[src/rtl/ahb_cmd_pkg.sv]
// ahb_cmd_pkg: shared opcodes, sequencer states, command word layout and error-flag bit positions
package ahb_cmd_pkg;
   localparam logic [7:0] OP_WRITE = 8'hF0;
   localparam logic [7:0] OP_READ  = 8'hDE;
   localparam logic [7:0] OP_CLEAR = 8'hC1;
   typedef enum logic [2:0] {IDLE, WR_GO, WR_FILL, WR_WAIT, RD_GO, RD_DATA} state_t;
   typedef struct packed {
      logic [7:0]  op;
      logic [7:0]  len;
      logic [15:0] offset;
   } cmd_t;
   localparam int ERR_BADOP = 0;
   localparam int ERR_LEN   = 1;
   localparam int ERR_ABORT = 2;
endpackage

[src/rtl/ahb_cmd_sequencer_cmd_decode.sv]
// cmd_decode: splits a command word into its fields and classifies it
// Ports: cmd_data (raw word in), cmd (decoded fields), valid (executable),
//        len_err (word count 0 or above MAX_WORDS), bad_op (unknown opcode)
module cmd_decode import ahb_cmd_pkg::*; #(
   parameter int MAX_WORDS = 64
) (
   input  logic [31:0] cmd_data,
   output cmd_t        cmd,
   output logic        valid,
   output logic        len_err,
   output logic        bad_op
);
   assign cmd     = cmd_t'(cmd_data);
   assign bad_op  = !(cmd.op inside {OP_WRITE, OP_READ, OP_CLEAR});
   // CLEAR carries no transfer, so its count field is not checked
   assign len_err = !bad_op && cmd.op != OP_CLEAR && (cmd.len == 8'd0 || int'(cmd.len) > MAX_WORDS);
   assign valid   = !bad_op && !len_err;
endmodule

[src/rtl/ahb_cmd_sequencer.sv]
// ahb_cmd_sequencer: pops host commands and streams register-file words to the AHB write master or captures read-master words
// Ports: clk/reset_n (async active-low); data/data_addr register-file read port;
//        cmd_rd_en/cmd_data/cmd_empty show-ahead command FIFO; disp_sel/disp_addr/display_data display conduit;
//        write_* and read_* AHB master control and user-buffer handshakes; busy; err_flags sticky {abort, len_err, bad_op}.
// Build option: XFER_STATS_EN adds saturating write/read/abort counters shown at status addresses 1/2/3.
module ahb_cmd_sequencer import ahb_cmd_pkg::*; #(
   parameter int          ADDRESSWIDTH = 32,
   parameter int          DATAWIDTH    = 32,
   parameter int          NUMREGS      = 32,
   parameter int          MAX_WORDS    = 64,
   parameter logic [31:0] AHB_BASE     = 32'h0,
   parameter logic [31:0] REG_BASE     = 32'h2
) (
   input  logic                         clk,
   input  logic                         reset_n,
   input  logic [DATAWIDTH-1:0]         data,
   output logic [ADDRESSWIDTH-1:0]      data_addr,
   output logic                         cmd_rd_en,
   input  logic [31:0]                  cmd_data,
   input  logic                         cmd_empty,
   input  logic                         disp_sel,
   input  logic [$clog2(NUMREGS)-1:0]   disp_addr,
   output logic [DATAWIDTH-1:0]         display_data,
   output logic                         write_control_go,
   output logic                         write_control_fixed_location,
   output logic [ADDRESSWIDTH-1:0]      write_control_write_base,
   output logic [ADDRESSWIDTH-1:0]      write_control_write_length,
   output logic [2:0]                   write_data_size,
   input  logic                         write_control_done,
   input  logic                         write_abort,
   output logic                         write_user_write_buffer,
   output logic [DATAWIDTH-1:0]         write_user_buffer_data,
   input  logic                         write_user_buffer_full,
   output logic                         read_control_go,
   output logic                         read_control_fixed_location,
   output logic [ADDRESSWIDTH-1:0]      read_control_read_base,
   output logic [ADDRESSWIDTH-1:0]      read_control_read_length,
   output logic [2:0]                   read_data_size,
   input  logic                         read_control_done,
   input  logic                         read_abort,
   output logic                         read_user_read_buffer,
   input  logic [DATAWIDTH-1:0]         read_user_buffer_data,
   input  logic                         read_user_data_available,
   output logic                         busy,
   output logic [2:0]                   err_flags
);
   localparam int          BPW   = DATAWIDTH / 8;
   localparam int          IW    = $clog2(NUMREGS);
   localparam logic [2:0]  DSIZE = 3'($clog2(BPW));

   state_t                 state, state_nx;
   cmd_t                   cmd;
   logic                   valid, len_err, bad_op;
   logic                   push, pop, abort, accept, clr, done_seen;
   logic [7:0]             left;
   logic [IW-1:0]          idx;
   logic [DATAWIDTH-1:0]   cap [NUMREGS];
   logic [DATAWIDTH-1:0]   status;

   cmd_decode #(.MAX_WORDS(MAX_WORDS)) u_dec (
      .cmd_data(cmd_data),
      .cmd     (cmd),
      .valid   (valid),
      .len_err (len_err),
      .bad_op  (bad_op)
   );

   assign busy                         = state != IDLE;
   assign accept                       = cmd_rd_en && valid;
   assign clr                          = accept && cmd.op == OP_CLEAR;
   assign write_control_fixed_location = 1'b0;
   assign read_control_fixed_location  = 1'b0;
   assign write_control_write_base     = ADDRESSWIDTH'(AHB_BASE);
   assign read_control_read_base       = ADDRESSWIDTH'(AHB_BASE);
   assign write_data_size              = DSIZE;
   assign read_data_size               = DSIZE;
   assign write_user_write_buffer      = push;
   assign write_user_buffer_data       = data;
   assign read_user_read_buffer        = pop;
   assign status                       = DATAWIDTH'({busy, err_flags, state, idx});

   always_comb begin
      state_nx  = state;
      cmd_rd_en = 1'b0;
      push      = 1'b0;
      pop       = 1'b0;
      abort     = (state inside {WR_GO, WR_FILL, WR_WAIT} && write_abort) ||
                  (state inside {RD_GO, RD_DATA} && read_abort);
      case (state)
         IDLE: begin
            cmd_rd_en = !cmd_empty;
            if (!cmd_empty && valid)
               state_nx = cmd.op == OP_WRITE ? WR_GO : cmd.op == OP_READ ? RD_GO : IDLE;
         end
         WR_GO:   state_nx = WR_FILL;
         WR_FILL: begin
            push = !write_user_buffer_full && left != 8'd0;
            if (left == 8'd0) state_nx = WR_WAIT;
         end
         WR_WAIT: if (write_control_done) state_nx = IDLE;
         RD_GO:   state_nx = RD_DATA;
         RD_DATA: begin
            pop = read_user_data_available && left != 8'd0;
            // done may precede the final pop, so it is remembered in done_seen
            if (left == 8'd0 && (done_seen || read_control_done)) state_nx = IDLE;
         end
         default: state_nx = IDLE;
      endcase
      if (abort) begin
         state_nx = IDLE;
         push     = 1'b0;
         pop      = 1'b0;
      end
   end

   always_ff @(posedge clk or negedge reset_n) begin
      if (!reset_n) begin
         state                      <= IDLE;
         left                       <= '0;
         idx                        <= '0;
         done_seen                  <= 1'b0;
         err_flags                  <= '0;
         data_addr                  <= ADDRESSWIDTH'(REG_BASE);
         write_control_go           <= 1'b0;
         read_control_go            <= 1'b0;
         write_control_write_length <= '0;
         read_control_read_length   <= '0;
      end else begin
         state            <= state_nx;
         // go is registered, landing two cycles after the pop cycle
         write_control_go <= state == WR_GO && !abort;
         read_control_go  <= state == RD_GO && !abort;
         if (cmd_rd_en) begin
            if (len_err) err_flags[ERR_LEN] <= 1'b1;
            if (bad_op)  err_flags[ERR_BADOP] <= 1'b1;
         end
         if (abort) err_flags[ERR_ABORT] <= 1'b1;
         if (accept && cmd.op == OP_WRITE) write_control_write_length <= ADDRESSWIDTH'(32'(cmd.len) * BPW);
         if (accept && cmd.op == OP_READ)  read_control_read_length  <= ADDRESSWIDTH'(32'(cmd.len) * BPW);
         if (accept) left <= cmd.len;
         else if (push || pop) left <= left - 8'd1;
         if (clr) idx <= '0;
         else if (pop) idx <= idx + IW'(1);
         if (state_nx == IDLE) done_seen <= 1'b0;
         else if (state inside {RD_GO, RD_DATA} && read_control_done) done_seen <= 1'b1;
         if (accept && cmd.op == OP_WRITE) data_addr <= ADDRESSWIDTH'(REG_BASE) + ADDRESSWIDTH'(cmd.offset);
         else if (push) data_addr <= data_addr + ADDRESSWIDTH'(1);
         else if (state != IDLE && state_nx == IDLE) data_addr <= ADDRESSWIDTH'(REG_BASE);
      end
   end

   always_ff @(posedge clk or negedge reset_n) begin
      if (!reset_n) cap <= '{default: '0};
      else if (clr) cap <= '{default: '0};
      else if (pop) cap[idx] <= read_user_buffer_data;
   end

`ifdef XFER_STATS_EN
   logic [15:0] wr_cnt, rd_cnt, ab_cnt;
   logic        wr_evt, rd_evt;
   assign wr_evt = state == WR_WAIT && write_control_done && !abort;
   assign rd_evt = state == RD_DATA && state_nx == IDLE && !abort;

   always_ff @(posedge clk or negedge reset_n) begin
      if (!reset_n) begin
         wr_cnt <= '0;
         rd_cnt <= '0;
         ab_cnt <= '0;
      end else if (clr) begin
         wr_cnt <= '0;
         rd_cnt <= '0;
         ab_cnt <= '0;
      end else begin
         if (wr_evt && !(&wr_cnt)) wr_cnt <= wr_cnt + 16'd1;
         if (rd_evt && !(&rd_cnt)) rd_cnt <= rd_cnt + 16'd1;
         if (abort && !(&ab_cnt)) ab_cnt <= ab_cnt + 16'd1;
      end
   end

   always_comb
      display_data = disp_sel ? cap[disp_addr] :
                     disp_addr[1:0] == 2'd1 ? DATAWIDTH'(wr_cnt) :
                     disp_addr[1:0] == 2'd2 ? DATAWIDTH'(rd_cnt) :
                     disp_addr[1:0] == 2'd3 ? DATAWIDTH'(ab_cnt) : status;
`else
   assign display_data = disp_sel ? cap[disp_addr] : status;
`endif
endmodule

[config.mk]
export PLATFORM = sky130hd
export DESIGN_NAME = ahb_cmd_sequencer
export DESIGN_NICKNAME = d
export VERILOG_FILES = /design/src/rtl/ahb_cmd_pkg.sv /design/src/rtl/ahb_cmd_sequencer_cmd_decode.sv /design/src/rtl/ahb_cmd_sequencer.sv
export SDC_FILE = /design/constraint.sdc
export NUM_CORES = 2
export LEC_CHECK = 0
export BUFFER_PORTS_ARGS = -buffer_cell sky130_fd_sc_hd__buf_4
export CAP_MARGIN = 5
export CORE_MARGIN = 2
export CORE_UTILIZATION = 25
export DETAILED_ROUTE_END_ITERATION = 7
export HOLD_SLACK_MARGIN = 0.06
export SLEW_MARGIN = 20
export SYNTH_ARGS = -nofsm -noshare
export SYNTH_HDL_FRONTEND = slang
export SYNTH_SLANG_ARGS = --single-unit
[constraint.sdc]
create_clock -name clk -period 2.88 [get_ports clk]
set_input_delay 0.576 -clock clk [delete_from_list [all_inputs] [get_ports clk]]
set_output_delay 0.576 -clock clk [all_outputs]
set_load 0.01 [all_outputs]
==> flow_summary.json <==
{
  "drv_cap": 0,
  "critPathBufInv": 1,
  "dpl_worst_slack_ns": -0.508,
  "port_buffers": 167,
  "crit_fanout": 2,
  "slowest_stage": "mux4_2",
  "register_area_mm2": 0.0274,
  "grtUsageMet3_pct": 2.05,
  "final_core_util_pct": 30.3,
  "yosysWarnings": 0,
  "synth_edf_count": 0,
  "crit_path_start_kind": "register",
  "groute.usage.overall_pct": 14.9,
  "drt-total-wl_mm": 169,
  "nets": 5065,
  "path_delay_family": "compound AO/OA/AOI/OAI gates",
  "synth_seq_cells": 1094,
  "gr-usage-met1_pct": 18.8,
  "slew_headroom_pct": 27.8,
  "hold_depth": 3,
  "num_io_pins": 352,
  "fillers": 21790,
  "crit_type": "reg2out",
  "initial_core_util_pct": 25.2,
  "timing.final.ws_setup_ns": -0.192,
  "synth_top_area_share_pct": 49.9,
  "first_iter_violations": 3194,
  "wl_per_cell_um": 21.4,
  "gp_congestion": 0.815,
  "dpl.hpwl_mm": 106,
  "clk_latency_ns": 0.79,
  "die_width_um": 472,
  "top_usage_layer": "met2",
  "die_h_um": 472,
  "period_minus_slack_ns": 3.07,
  "violations": "negative setup slack",
  "grt_pass1_wl_mm": 256,
  "pwr-share-clk_pct": 45.2,
  "sw_frac_of_total_pct": 25.1,
  "holdCritPathClass": "in2reg",
  "reg2reg_depth": 7,
  "synthesis.area_mm2": 0.0548,
  "cts_tree": "done",
  "first_global_vias": 38839,
  "drive_above_1_share_pct": 21.9,
  "row_count": 171,
  "clkTransAtPathRegs_ns": 0.06,
  "drc_errors": 0,
  "ant_nets": 0,
  "grt-ovfl-total": 0,
  "vias": 38102,
  "power.leakage_nw": 36.4,
  "hold_viol": 0,
  "p_int_mw": 24.7,
  "multiInputGateArea_mm2": 0.0252,
  "core-area_mm2": 0.217,
  "power_frac_comb_pct": 7.6,
  "synth_common_cells": "dfrtp_1 (1093), mux2i_1 (953), nor2_1 (890)",
  "timing.fmax_mhz": 326,
  "yosysTopAreaCell": "dfrtp_1",
  "synthTopCellsByArea": "dfrtp_1 (50%), mux2i_1 (17%), mux4_2 (10%)",
  "async_reset_ff_share_pct": 100,
  "cts_buffer_depth": 3,
  "area_growth_syn_to_layout_pct": 20.3,
  "cts.sinks": 1094,
  "numCtsBuffers": 112,
  "fin_crit_sh_pct": 107,
  "worst_slew_pin_slew_ns": 1.08,
  "drv_slew": 0,
  "yosysMostFrequentCell": "dfrtp_1",
  "postSynthCellCount": 4791,
  "slowest_delay_ns": 0.46,
  "path_depth": 6,
  "avgSynthCellArea_um2": 11.4,
  "htreeDepth": 3,
  "cp.arrival_ns": 2.50,
  "via_per_inst": 4.82,
  "p_per_area_mw_per_mm2": 500,
  "p_sw_mw": 8.25,
  "worstSetupEndpointType": "output pin",
  "rsz0062_at_grt": "yes",
  "use_met2_pct": 25.6,
  "ys_seq_area_share_pct": 50.0,
  "ys_types": 74,
  "root_buffer": "clkbuf_16",
  "firstDrtPassIters": 6,
  "grt_max_degree": 161,
  "ir_drop_v": 0.000516,
  "synth_ff_type": "dfrtp_1",
  "finalClockSkew_ns": 0.0847,
  "status": "finished with violations",
  "finalSetupViolations": 32,
  "dieArea_mm2": 0.223,
  "worstPathRequired_ns": 2.30,
  "antenna_found_initial": 9,
  "path_cells": "mux4_2 -> a22o_1 -> a21oi_1 -> nand4b_1 -> o211a_4 -> buf_6",
  "pwr-share-seq_pct": 47.2
}
[layout make-up]
| cell class | instances | area share [%] |
|---|---|---|
| Antenna cell | 6 | 0.0228 |
| Timing Repair Buffer | 524 | 8.97 |
| Clock inverter | 45 | 0.811 |
| Timing Repair inverter | 1 | 0.00949 |
| Inverter | 18 | 0.114 |
| Clock buffer | 159 | 4.89 |
| Tap cell | 2854 | 5.42 |
| Sequential cell | 1094 | 41.5 |
| Multi-Input combinational cell | 3196 | 38.2 |
[flip-flops by register name (all words and copies together) (netlist names)]
| register | flops |
|---|---|
| cap | 1024 |
| data_addr | 32 |
| left | 8 |
| read_control_read_length | 8 |
| write_control_write_length | 8 |
| idx | 5 |
| err_flags | 3 |
| state | 3 |
| done_seen | 1 |
| read_control_go | 1 |
| write_control_go | 1 |
[logic make-up (layout without fill, tap and decap cells)]
logic type,after synthesis,after routing,share of synthesized area (%)
multiplexers,1230,1230,28.4
buffers and inverters,620,747,5.99
AND/OR/NAND/NOR,1461,1461,11.1
XOR/XNOR,24,24,0.384
adder cells (fa/ha/maj),7,7,0.160
other,2,126,0.0137
AO/OA/AOI/OAI,353,354,3.99
flip-flops,1094,1094,50.0
[layout by cell type, fill, tap and decap left out, types with 11 or more instances in the layout]
cell type | netlist | layout
a22oi_1 | 40 | 30
nor2_1 | 890 | 889
mux2i_1 | 953 | 941
xnor2_1 | 14 | 14
clkbuf_1 | 298 | 23
nand2_1 | 378 | 377
o22ai_1 | 47 | 21
clkbuf_16 | 0 | 113
nor3_1 | 11 | 11
clkbuf_8 | 0 | 24
nand4_1 | 13 | 13
inv_1 | 17 | 16
dfrtp_1 | 1093 | 1093
clkinvlp_4 | 0 | 11
buf_4 | 231 | 357
a21oi_1 | 20 | 20
conb_1 | 2 | 120
nand3_4 | 0 | 15
nand3_1 | 28 | 28
o21ai_0 | 172 | 172
buf_12 | 0 | 122
nor4_1 | 18 | 14
o22ai_2 | 0 | 18
and3_1 | 38 | 19
buf_6 | 5 | 22
clkinv_2 | 0 | 19
and3_2 | 0 | 15
buf_16 | 0 | 12
mux2_2 | 22 | 17
mux4_2 | 255 | 255
nand3_2 | 26 | 11
[through the flow]
stage                     hold WS (ns)  total power, mW  cell area (µm²)  cells  setup TNS, ns
after floorplan                  0.280             16.9            55200   4909        -0.0165
after detailed placement         0.457             18.1            60700   7618          -9.01
after global placement           0.454             18.0            60700   7618          -9.16
after global routing             0.105             34.0            65900   7894          -4.89
after CTS                       0.0715             33.2            65500   7861          -4.60
final                            0.117             32.9            65900   7897          -3.05
[worst register-to-register path, stage by stage (launching register included)]
cell     delay (ns)
dfrtp_1        0.54
and4b_2        0.46
o211a_4        0.23
buf_4          0.25
and3_2         0.26
buf_4          0.45
mux2i_1        0.31
nor2_1         0.05
[power by group through the flow]
stage / registers (mW) / logic, mW / clock network [mW]
final: 15.6 / 2.49 / 14.9
after global routing: 15.5 / 2.66 / 15.8
after CTS: 15.5 / 2.47 / 15.2
after detailed placement: 15.8 / 2.23 / 0
after global placement: 15.8 / 2.21 / 0
after floorplan: 15.8 / 1.13 / 0
[layer usage]
layer	wire (µm)	part of all wire, %	up-vias
li1	-	-	16741
met3	8390	5.0	341
met5	0	0	-
met2	83800	50	1242
met4	7920	4.7	0
met1	69100	41	19778
[repair_timing]
item / in CTS / in global routing
gates cloned: 9 / 1
buffers inserted: 31 / 29
gates resized for setup: 121 / 20
setup endpoints to repair: 34 / 39
hold buffers: 4 / 0
hold endpoints to repair: 61 / 0
pin swaps: 34 / 18
[final timing paths]
kind | slack (ns) | startpoint | end
max | -0.19 | cap[939] | display_data[11]
min | 0.12 | cmd_data[21] | write_control_write_length[7]
max reg2reg | 0.22 | state[2] | cap[8]
min reg2reg | 0.47 | write_control_write_length[3] | write_control_write_length[3]
max in group asynchronous | 1.55 | reset_n | cap[977]
min in group asynchronous | 0.38 | reset_n | cap[681]
No activity file was read; power rests on OpenSTA's default activity.
